<file path="src/rtl/keypad_decimal_entry_pkg.sv">
// Shared key codes, keypad layout and entry FSM states
// for the keypad decimal entry block.
package keypad_pkg;

  localparam logic [3:0] KEY_0     = 4'd0;
  localparam logic [3:0] KEY_1     = 4'd1;
  localparam logic [3:0] KEY_2     = 4'd2;
  localparam logic [3:0] KEY_3     = 4'd3;
  localparam logic [3:0] KEY_4     = 4'd4;
  localparam logic [3:0] KEY_5     = 4'd5;
  localparam logic [3:0] KEY_6     = 4'd6;
  localparam logic [3:0] KEY_7     = 4'd7;
  localparam logic [3:0] KEY_8     = 4'd8;
  localparam logic [3:0] KEY_9     = 4'd9;
  localparam logic [3:0] KEY_ENTER = 4'hA;
  localparam logic [3:0] KEY_BKSP  = 4'hB;
  localparam logic [3:0] KEY_CLR   = 4'hC;
  localparam logic [3:0] KEY_NONE  = 4'hF;

  // Indexed by {row, col}; *, # and D map to KEY_NONE.
  localparam logic [3:0] KEYMAP [16] = '{
    KEY_1,    KEY_2, KEY_3,    KEY_ENTER,
    KEY_4,    KEY_5, KEY_6,    KEY_BKSP,
    KEY_7,    KEY_8, KEY_9,    KEY_CLR,
    KEY_NONE, KEY_0, KEY_NONE, KEY_NONE
  };

  typedef enum logic {
    ST_ENTRY = 1'b0,
    ST_HOLD  = 1'b1
  } state_t;

endpackage

</file>
<file path="src/rtl/keypad_decimal_entry_scanner.sv">
// keypad_scanner: column strobe, row sampling and
// scan-level debounce producing one key_evt per press.
module keypad_scanner
  import keypad_pkg::*;
#(
  parameter int SCAN_DIV_W     = 18,
  parameter int DEBOUNCE_SCANS = 4
) (
  input  logic       clk,
  input  logic       rst,
  input  logic [3:0] row,
  output logic [3:0] col,
  output logic       key_evt,
  output logic [3:0] key_code
);

  localparam int CW = SCAN_DIV_W + 2;
  localparam int RW = $clog2(DEBOUNCE_SCANS + 1);
  localparam logic [RW-1:0] RUN_MAX = RW'(DEBOUNCE_SCANS);

  logic [CW-1:0] cnt;
  logic [1:0]    col_idx;
  logic          sample;
  logic          scan_end;
  logic [3:0]    row_m;
  logic [3:0]    row_s;
  logic [3:0]    lows;
  logic          one_hot;
  logic [1:0]    ri;
  logic [1:0]    hits;
  logic [1:0]    nx_hits;
  logic [3:0]    rc;
  logic [3:0]    nx_rc;
  logic [3:0]    last_rc;
  logic          pressed;
  logic [RW-1:0] run;
  logic [RW-1:0] run_inc;
  logic [RW-1:0] key_run;

  assign col_idx  = cnt[CW-1:SCAN_DIV_W];
  assign col      = ~(4'b0001 << col_idx);
  assign sample   = &cnt[SCAN_DIV_W-1:0];
  assign scan_end = &cnt;
  assign lows     = ~row_s;
  assign one_hot  = (lows != 4'd0) &&
                    ((lows & (lows - 4'd1)) == 4'd0);
  assign run_inc  = run + 1'b1;
  assign key_run  = (run != '0 && nx_rc == last_rc)
                  ? run_inc : RW'(1);

  // Two-flop synchronizer on the asynchronous row pins;
  // the dwell is long enough to absorb its delay.
  always_ff @(posedge clk) begin
    if (rst) begin
      row_m <= 4'hF;
      row_s <= 4'hF;
    end else begin
      row_m <= row;
      row_s <= row_m;
    end
  end

  // Fold this sample into the scan: 0 hits, one key, or multi.
  always_comb begin
    ri      = '0;
    nx_hits = hits;
    nx_rc   = rc;
    for (int i = 0; i < 4; i++)
      if (lows[i]) ri = 2'(i);
    if (lows != 4'd0) begin
      if (hits == 2'd0 && one_hot) begin
        nx_hits = 2'd1;
        nx_rc   = {ri, col_idx};
      end else begin
        nx_hits = 2'd2;
      end
    end
  end

  // Scan counter, per-scan accumulation and press/release debounce.
  always_ff @(posedge clk) begin
    if (rst) begin
      cnt      <= '0;
      hits     <= '0;
      rc       <= '0;
      last_rc  <= '0;
      pressed  <= 1'b0;
      run      <= '0;
      key_evt  <= 1'b0;
      key_code <= KEY_NONE;
    end else begin
      cnt     <= cnt + 1'b1;
      key_evt <= 1'b0;
      if (sample) begin
        hits <= nx_hits;
        rc   <= nx_rc;
      end
      if (scan_end) begin
        hits <= '0;
        unique case (1'b1)
          !pressed && nx_hits == 2'd1: begin
            last_rc <= nx_rc;
            if (key_run >= RUN_MAX) begin
              pressed  <= 1'b1;
              run      <= '0;
              key_evt  <= 1'b1;
              key_code <= KEYMAP[nx_rc];
            end else begin
              run <= key_run;
            end
          end
          pressed && nx_hits == 2'd0: begin
            if (run_inc >= RUN_MAX) begin
              pressed <= 1'b0;
              run     <= '0;
            end else begin
              run <= run_inc;
            end
          end
          default: run <= '0;
        endcase
      end
    end
  end

endmodule

</file>
<file path="src/rtl/keypad_decimal_entry.sv">
// Keypad decimal entry: BCD digit buffer, ENTRY/HOLD FSM, valid/ready out.
// Define KEYPAD_ECHO_EN to add entry_bcd/entry_len live echo outputs.
module keypad_decimal_entry
  import keypad_pkg::*;
#(
  parameter int SCAN_DIV_W     = 18,
  parameter int DEBOUNCE_SCANS = 4,
  parameter int MAX_DIGITS     = 4,
  parameter int NUM_W          = 14
) (
  input  logic             clk,
  input  logic             rst,
  input  logic [3:0]       row,
  output logic [3:0]       col,
  output logic [NUM_W-1:0] num_out,
  output logic             num_valid,
  input  logic             num_ready
`ifdef KEYPAD_ECHO_EN
  ,
  output logic [4*MAX_DIGITS-1:0] entry_bcd,
  output logic [2:0]              entry_len
`endif
);

  localparam logic [2:0] LEN_MAX = 3'(MAX_DIGITS);

  logic             key_evt;
  logic [3:0]       key_code;
  logic [3:0]       digits [MAX_DIGITS];
  logic [2:0]       len;
  logic [NUM_W-1:0] bin;
  logic             is_digit;
  state_t           state;

  assign is_digit = key_code <= KEY_9;

  keypad_scanner #(
    .SCAN_DIV_W    (SCAN_DIV_W),
    .DEBOUNCE_SCANS(DEBOUNCE_SCANS)
  ) u_scan (
    .clk     (clk),
    .rst     (rst),
    .row     (row),
    .col     (col),
    .key_evt (key_evt),
    .key_code(key_code)
  );

  // BCD digits to binary, most significant digit first.
  always_comb begin
    bin = '0;
    for (int i = MAX_DIGITS - 1; i >= 0; i--)
      bin = bin * NUM_W'(10) + NUM_W'(digits[i]);
  end

`ifdef KEYPAD_ECHO_EN
  // Live echo of the digit buffer for the display path.
  always_comb begin
    entry_bcd = '0;
    for (int i = 0; i < MAX_DIGITS; i++)
      entry_bcd[4*i +: 4] = digits[i];
  end
  assign entry_len = len;
`endif

  // Entry FSM: edit the buffer, commit on ENTER, hold until taken.
  always_ff @(posedge clk) begin
    if (rst) begin
      state     <= ST_ENTRY;
      digits    <= '{default: '0};
      len       <= '0;
      num_out   <= '0;
      num_valid <= 1'b0;
    end else begin
      unique case (state)
        ST_ENTRY: begin
          if (key_evt) begin
            unique case (1'b1)
              is_digit: begin
                if (len < LEN_MAX) begin
                  for (int i = MAX_DIGITS - 1; i > 0; i--)
                    digits[i] <= digits[i-1];
                  digits[0] <= key_code;
                  len       <= len + 1'b1;
                end
              end
              key_code == KEY_BKSP: begin
                if (len != '0) begin
                  for (int i = 0; i < MAX_DIGITS - 1; i++)
                    digits[i] <= digits[i+1];
                  digits[MAX_DIGITS-1] <= '0;
                  len <= len - 1'b1;
                end
              end
              key_code == KEY_CLR: begin
                digits <= '{default: '0};
                len    <= '0;
              end
              key_code == KEY_ENTER: begin
                if (len != '0) begin
                  num_out   <= bin;
                  num_valid <= 1'b1;
                  digits    <= '{default: '0};
                  len       <= '0;
                  state     <= ST_HOLD;
                end
              end
              default: ;
            endcase
          end
        end
        ST_HOLD: begin
          if (num_valid && num_ready) begin
            num_valid <= 1'b0;
            state     <= ST_ENTRY;
          end
        end
        default: state <= ST_ENTRY;
      endcase
    end
  end

endmodule

</file>
<file path="config.mk">
export PLATFORM = sky130hd
export DESIGN_NAME = keypad_decimal_entry
export DESIGN_NICKNAME = d
export VERILOG_FILES = /design/src/rtl/keypad_decimal_entry_pkg.sv /design/src/rtl/keypad_decimal_entry_scanner.sv /design/src/rtl/keypad_decimal_entry.sv
export SDC_FILE = /design/constraint.sdc
export NUM_CORES = 1
export LEC_CHECK = 0
export BUFFER_PORTS_ARGS = -buffer_cell sky130_fd_sc_hd__buf_2
export CAP_MARGIN = 0
export CORE_MARGIN = 5
export CORE_UTILIZATION = 61
export CTS_BUF_LIST = sky130_fd_sc_hd__clkbuf_16
export CTS_CLUSTER_SIZE = 8
export DETAILED_ROUTE_END_ITERATION = 7
export PLACE_DENSITY_LB_ADDON = 0.12
export RECOVER_POWER = 25
export SYNTH_ARGS = -nofsm -noshare
export SYNTH_HDL_FRONTEND = slang
export SYNTH_SLANG_ARGS = --single-unit
export TNS_END_PERCENT = 20
</file>
<file path="constraint.sdc">
create_clock -name clk -period 6.5 [get_ports clk]
set_clock_uncertainty 0.15 [all_clocks]
set_input_delay 1.95 -clock clk [delete_from_list [all_inputs] [get_ports clk]]
set_output_delay 1.95 -clock clk [all_outputs]
set_load 0.02 [all_outputs]
</file>
==> flow_summary_export.csv <==
group,metric,value,unit
detailed_routing,drt_drc_violations_left,0,
synth,yosys-top-cells-area,"dfxtp_1 (31%), ha_1 (12%), nor2_1 (5.5%)",
sta,max_freq,0.162,GHz
min_path,hp-start,"u_scan.row_m[0]",
placement,dp_hpwl,7950,um
global_routing,grt_max_degree,48,
clock_tree,cts_resized,1,
critical_path,critPathMaxStageDelay,560,ps
global_routing,antenna_found_initial,0,
synth,synth_top_area_frac,0.305,
synth,synthXorXnorAreaFrac,0.0952,
synth,synth-simple-area-share,0.205,
die,die_y,104,um
synth,synth_top_family_by_area,"simple AND/OR/NAND/NOR gates",
placement,io_buffers,25,
critical_path,cp_max_fo,7,
sta,hold_viol_final,0,
detailed_routing,vias_per_cell,5.83,
power_and_ir_drop,leakage,2.46,nW
final_layout,nFillCells,744,
die,core_area,8640,um2
synth,yosys_warnings,0,
detailed_routing,drt_wl_total,10700,um
clock_tree,postCtsHoldBufs,0,
final_layout,drive_gt1_frac,0.101,
detailed_routing,via_count,4427,
critical_path,r2r-start,"digits[3]",
sta,setup_viol,0,
global_routing,grtUsageTotal,0.199,
detailed_routing,ant_nets,0,
sta,worst_pin_slew,1940,ps
clock_tree,clk_latency,330,ps
min_path,hold_path.class,"reg2reg",
critical_path,path_cells,"ha_1 -> ha_1 -> fa_1 -> nand3_1 -> o21ai_1 -> xnor2_1 -> ha_1 -> ha_1 -> o21a_1 -> a2111o_1 -> o311ai_1 -> nand4_1 -> xnor2_1 -> ha_1 -> ha_1 -> o21a_1 -> a21oi_1 -> a21oi_1 -> xnor2_1 -> nor4_2 -> xnor3_1 -> xnor2_1 -> a211oi_1",
clock_tree,cts-root-buf,"clkbuf_16",
critical_path,cp.required,6600,ps
clock_tree,path_clk_slew,60,ps
die,num_rows,34,
flow_run,maxCapViolCount,1,
min_path,holdPathEnd,"u_scan.row_s[0]",
synth,synth_flop_cell,"dfxtp_1",
final_layout,area.growth.synth_to_final,9.52,%
placement,pre_cts_slack,49.3,ps
global_routing,grt_pass1_vias,4251,
clock_tree,cts_setup_buffers,0,
synth,synth_compound_area_frac,0.168,
critical_path,startpoint_type,"flip-flop",
sta,finalSetupTns,0,ps
clock_tree,h-tree-depth,3,
synth,yosysSeqAreaShare,0.305,
sta,layout_min_cycle_time,6170,ps
critical_path,crit_top_cell,"ha_1",
final_layout,multi_input_area,3580,um2
critical_path,reg2reg_depth,23,
critical_path,path_buf_inv,0,
clock_tree,cts_buffer_depth,2,
min_path,worstHoldPathCells,1,
synth,synth.area.mux_share,0.0421,
sta,finalCritPeriodShare,0.950,
power_and_ir_drop,ir_drop,0.150,mV
synth,synthAdderAreaFrac,0.149,
final_layout,seqCellArea,1640,um2
detailed_routing,drt-initial-drc-count,200,
synth,synth.cell_area,5380,um2
final_layout,diodes,0,
synth,yosysTopAreaCell,"dfxtp_1",
power_and_ir_drop,powerDensity,171,nW/um2
global_routing,grt_pass1_wl,18700,um
synth,synth_edf_count,0,
critical_path,cp_top_family,"adder cells",
sta,max_slew_margin,-0.295,
critical_path,cp.arrival,6270,ps
critical_path,endpoint_kind,"flip-flop",
synth,synth_nets,693,
detailed_routing,firstDrtPassIters,4,
status,status,"complete, but fails checks",
synth,avgSynthCellArea,8.59,um2
sta,fin_ws,325,ps
final_layout,final_nets,713,
critical_path,rr_endpoint,"num_out[13]",
detailed_routing,routedWlPerCell,14.1,um
clock_tree,tritoncts,"built",
synth,synth_cell_type_count,60,
clock_tree,cts_buffers,9,
placement,gp_congestion,0.816,
die,initial_utilization,0.623,
die,fp.dieW,104,um
die,ios,26,
critical_path,crit_type,"reg2reg",
synth,synth_cells,626,
die,die_area,10800,um2
status,violations,"capacitance limit, slew limit",
synth,synthArstFlopShare,0,
synth,yosys_register_bits,82,
critical_path,rrSetupSlack,330,ps
clock_tree,cts.sinks,82,
global_routing,grt_overflow,0,
critical_path,cp_slowest_cell,"fa_1",
sta,final_max_slew_viol_count,48,
synth_stat cells (2+ instances only):
library cell	count
nor2b_1	6
nand3_1	30
xnor2_1	32
xor2_1	22
o21a_1	9
o21ai_1	6
or2_2	11
and3_1	7
nand2_1	34
o211ai_1	6
a311oi_1	2
o311ai_0	2
dfxtp_1	82
nor3b_1	5
clkbuf_1	19
a221oi_1	9
o31ai_1	4
a21oi_1	34
nor2_1	79
a211o_1	2
a211oi_1	18
nand3b_1	2
nor3_1	19
or3_1	7
inv_1	32
a31oi_1	2
and4_1	2
nand2b_1	5
ha_1	53
nor4_1	4
nand4_1	4
a21boi_0	2
o21ai_0	16
and2_1	2
o21bai_1	2
mux2i_4	2
a22o_1	2
a21o_1	7
fa_1	7
mux2i_1	17
power breakdown:
part / switching (mW) / internal [mW] / leakage, nW
Sequential: 0.00336 / 0.506 / 0.664
Combinational: 0.0225 / 0.0141 / 1.67
Clock: 0.204 / 0.257 / 0.123
layout by cell type (no fill, tap or decap), drive strengths merged, types with 5 or more instances in the layout:
| cell type | instances |
|---|---|
| a211oi | 19 |
| a21o | 7 |
| a21oi | 34 |
| a221oi | 9 |
| and3 | 7 |
| buf | 24 |
| clkbuf | 13 |
| dfxtp | 82 |
| fa | 7 |
| ha | 53 |
| inv | 34 |
| mux2i | 19 |
| nand2 | 34 |
| nand2b | 5 |
| nand3 | 30 |
| nor2 | 79 |
| nor2b | 6 |
| nor3 | 20 |
| nor3b | 5 |
| nor4 | 5 |
| o211ai | 6 |
| o21a | 9 |
| o21ai | 23 |
| or2 | 11 |
| or3 | 7 |
| xnor2 | 33 |
| xor2 | 22 |
worst max-delay path by stage:
stage	from	end	slack, ps	depth (start not counted)
3_3_place_gp	digits[3]	num_out[13]	340	22
2_1_floorplan	digits[3]	num_out[13]	590	24
4_1_cts	digits[3]	num_out[13]	90	22
3_5_place_dp	digits[3]	num_out[13]	50	22
6_report	digits[3]	num_out[13]	330	23
5_1_grt	digits[3]	num_out[13]	-80	23
worst reg2reg max path: stages, from the launching register on:
cell      delay (ps)
dfxtp_2          410
ha_1             260
ha_1             220
fa_1             570
nand3_1           90
o21ai_1          210
xnor2_1          190
ha_1             280
ha_1             340
o21a_1           160
a2111o_1         420
o311ai_1         160
nand4_1          240
xnor2_1          190
ha_1             300
ha_1             350
o21a_1           140
a21oi_1          150
a21oi_1           70
xnor2_1          180
nor4_2           270
xnor3_1          380
xnor2_1          150
a211oi_1         220
routing by layer:
| metal | up-vias | global-route usage | share of wire |
|---|---|---|---|
| met3 | 13 | 0.0279 | 0.025 |
| met2 | 62 | 0.352 | 0.50 |
| met4 | 0 | 0.0611 | 0.014 |
| met5 | - | 0 | 0 |
| met1 | 2079 | 0.250 | 0.46 |
| li1 | 2273 | - | - |
state kept, by name, summed over array words and instances (netlist names), 2 cells and up:
register         count
u_scan.row_s         4
u_scan.hits          2
u_scan.last_rc       4
u_scan.key_code      4
len                  3
u_scan.rc            4
num_out             14
u_scan.cnt          20
digits              16
u_scan.run           3
u_scan.row_m         4
area by class of cell:
cell class	instances	share of cell area
inverter	32	0.0204
timing repair buffer	28	0.0242
multi-input combinational	493	0.607
tap	108	0.0229
clock buffer	9	0.0382
clock inverter	7	0.00786
sequential	82	0.279
cell families (layout without fill, tap and decap cells):
family,count (synthesis),after routing
flops,82,82
compound gates,133,133
mux,20,20
xor+xnor,56,56
fa+ha+maj,60,60
buf+inv,51,76
simple gates,224,224
stage by stage:
step	total power, mW	cells	cell area, um2	util	hold WS [ps]
final	1.01	759	5890	0.682	258
after floorplan	0.550	626	5380	-	239
after detailed placement	0.557	743	5590	0.648	245
after CTS	1.02	759	5870	0.680	260
after global routing	1.05	759	5890	0.682	276
after global placement	0.556	743	5590	0.648	243
No activity file was read; power rests on OpenSTA's default activity.
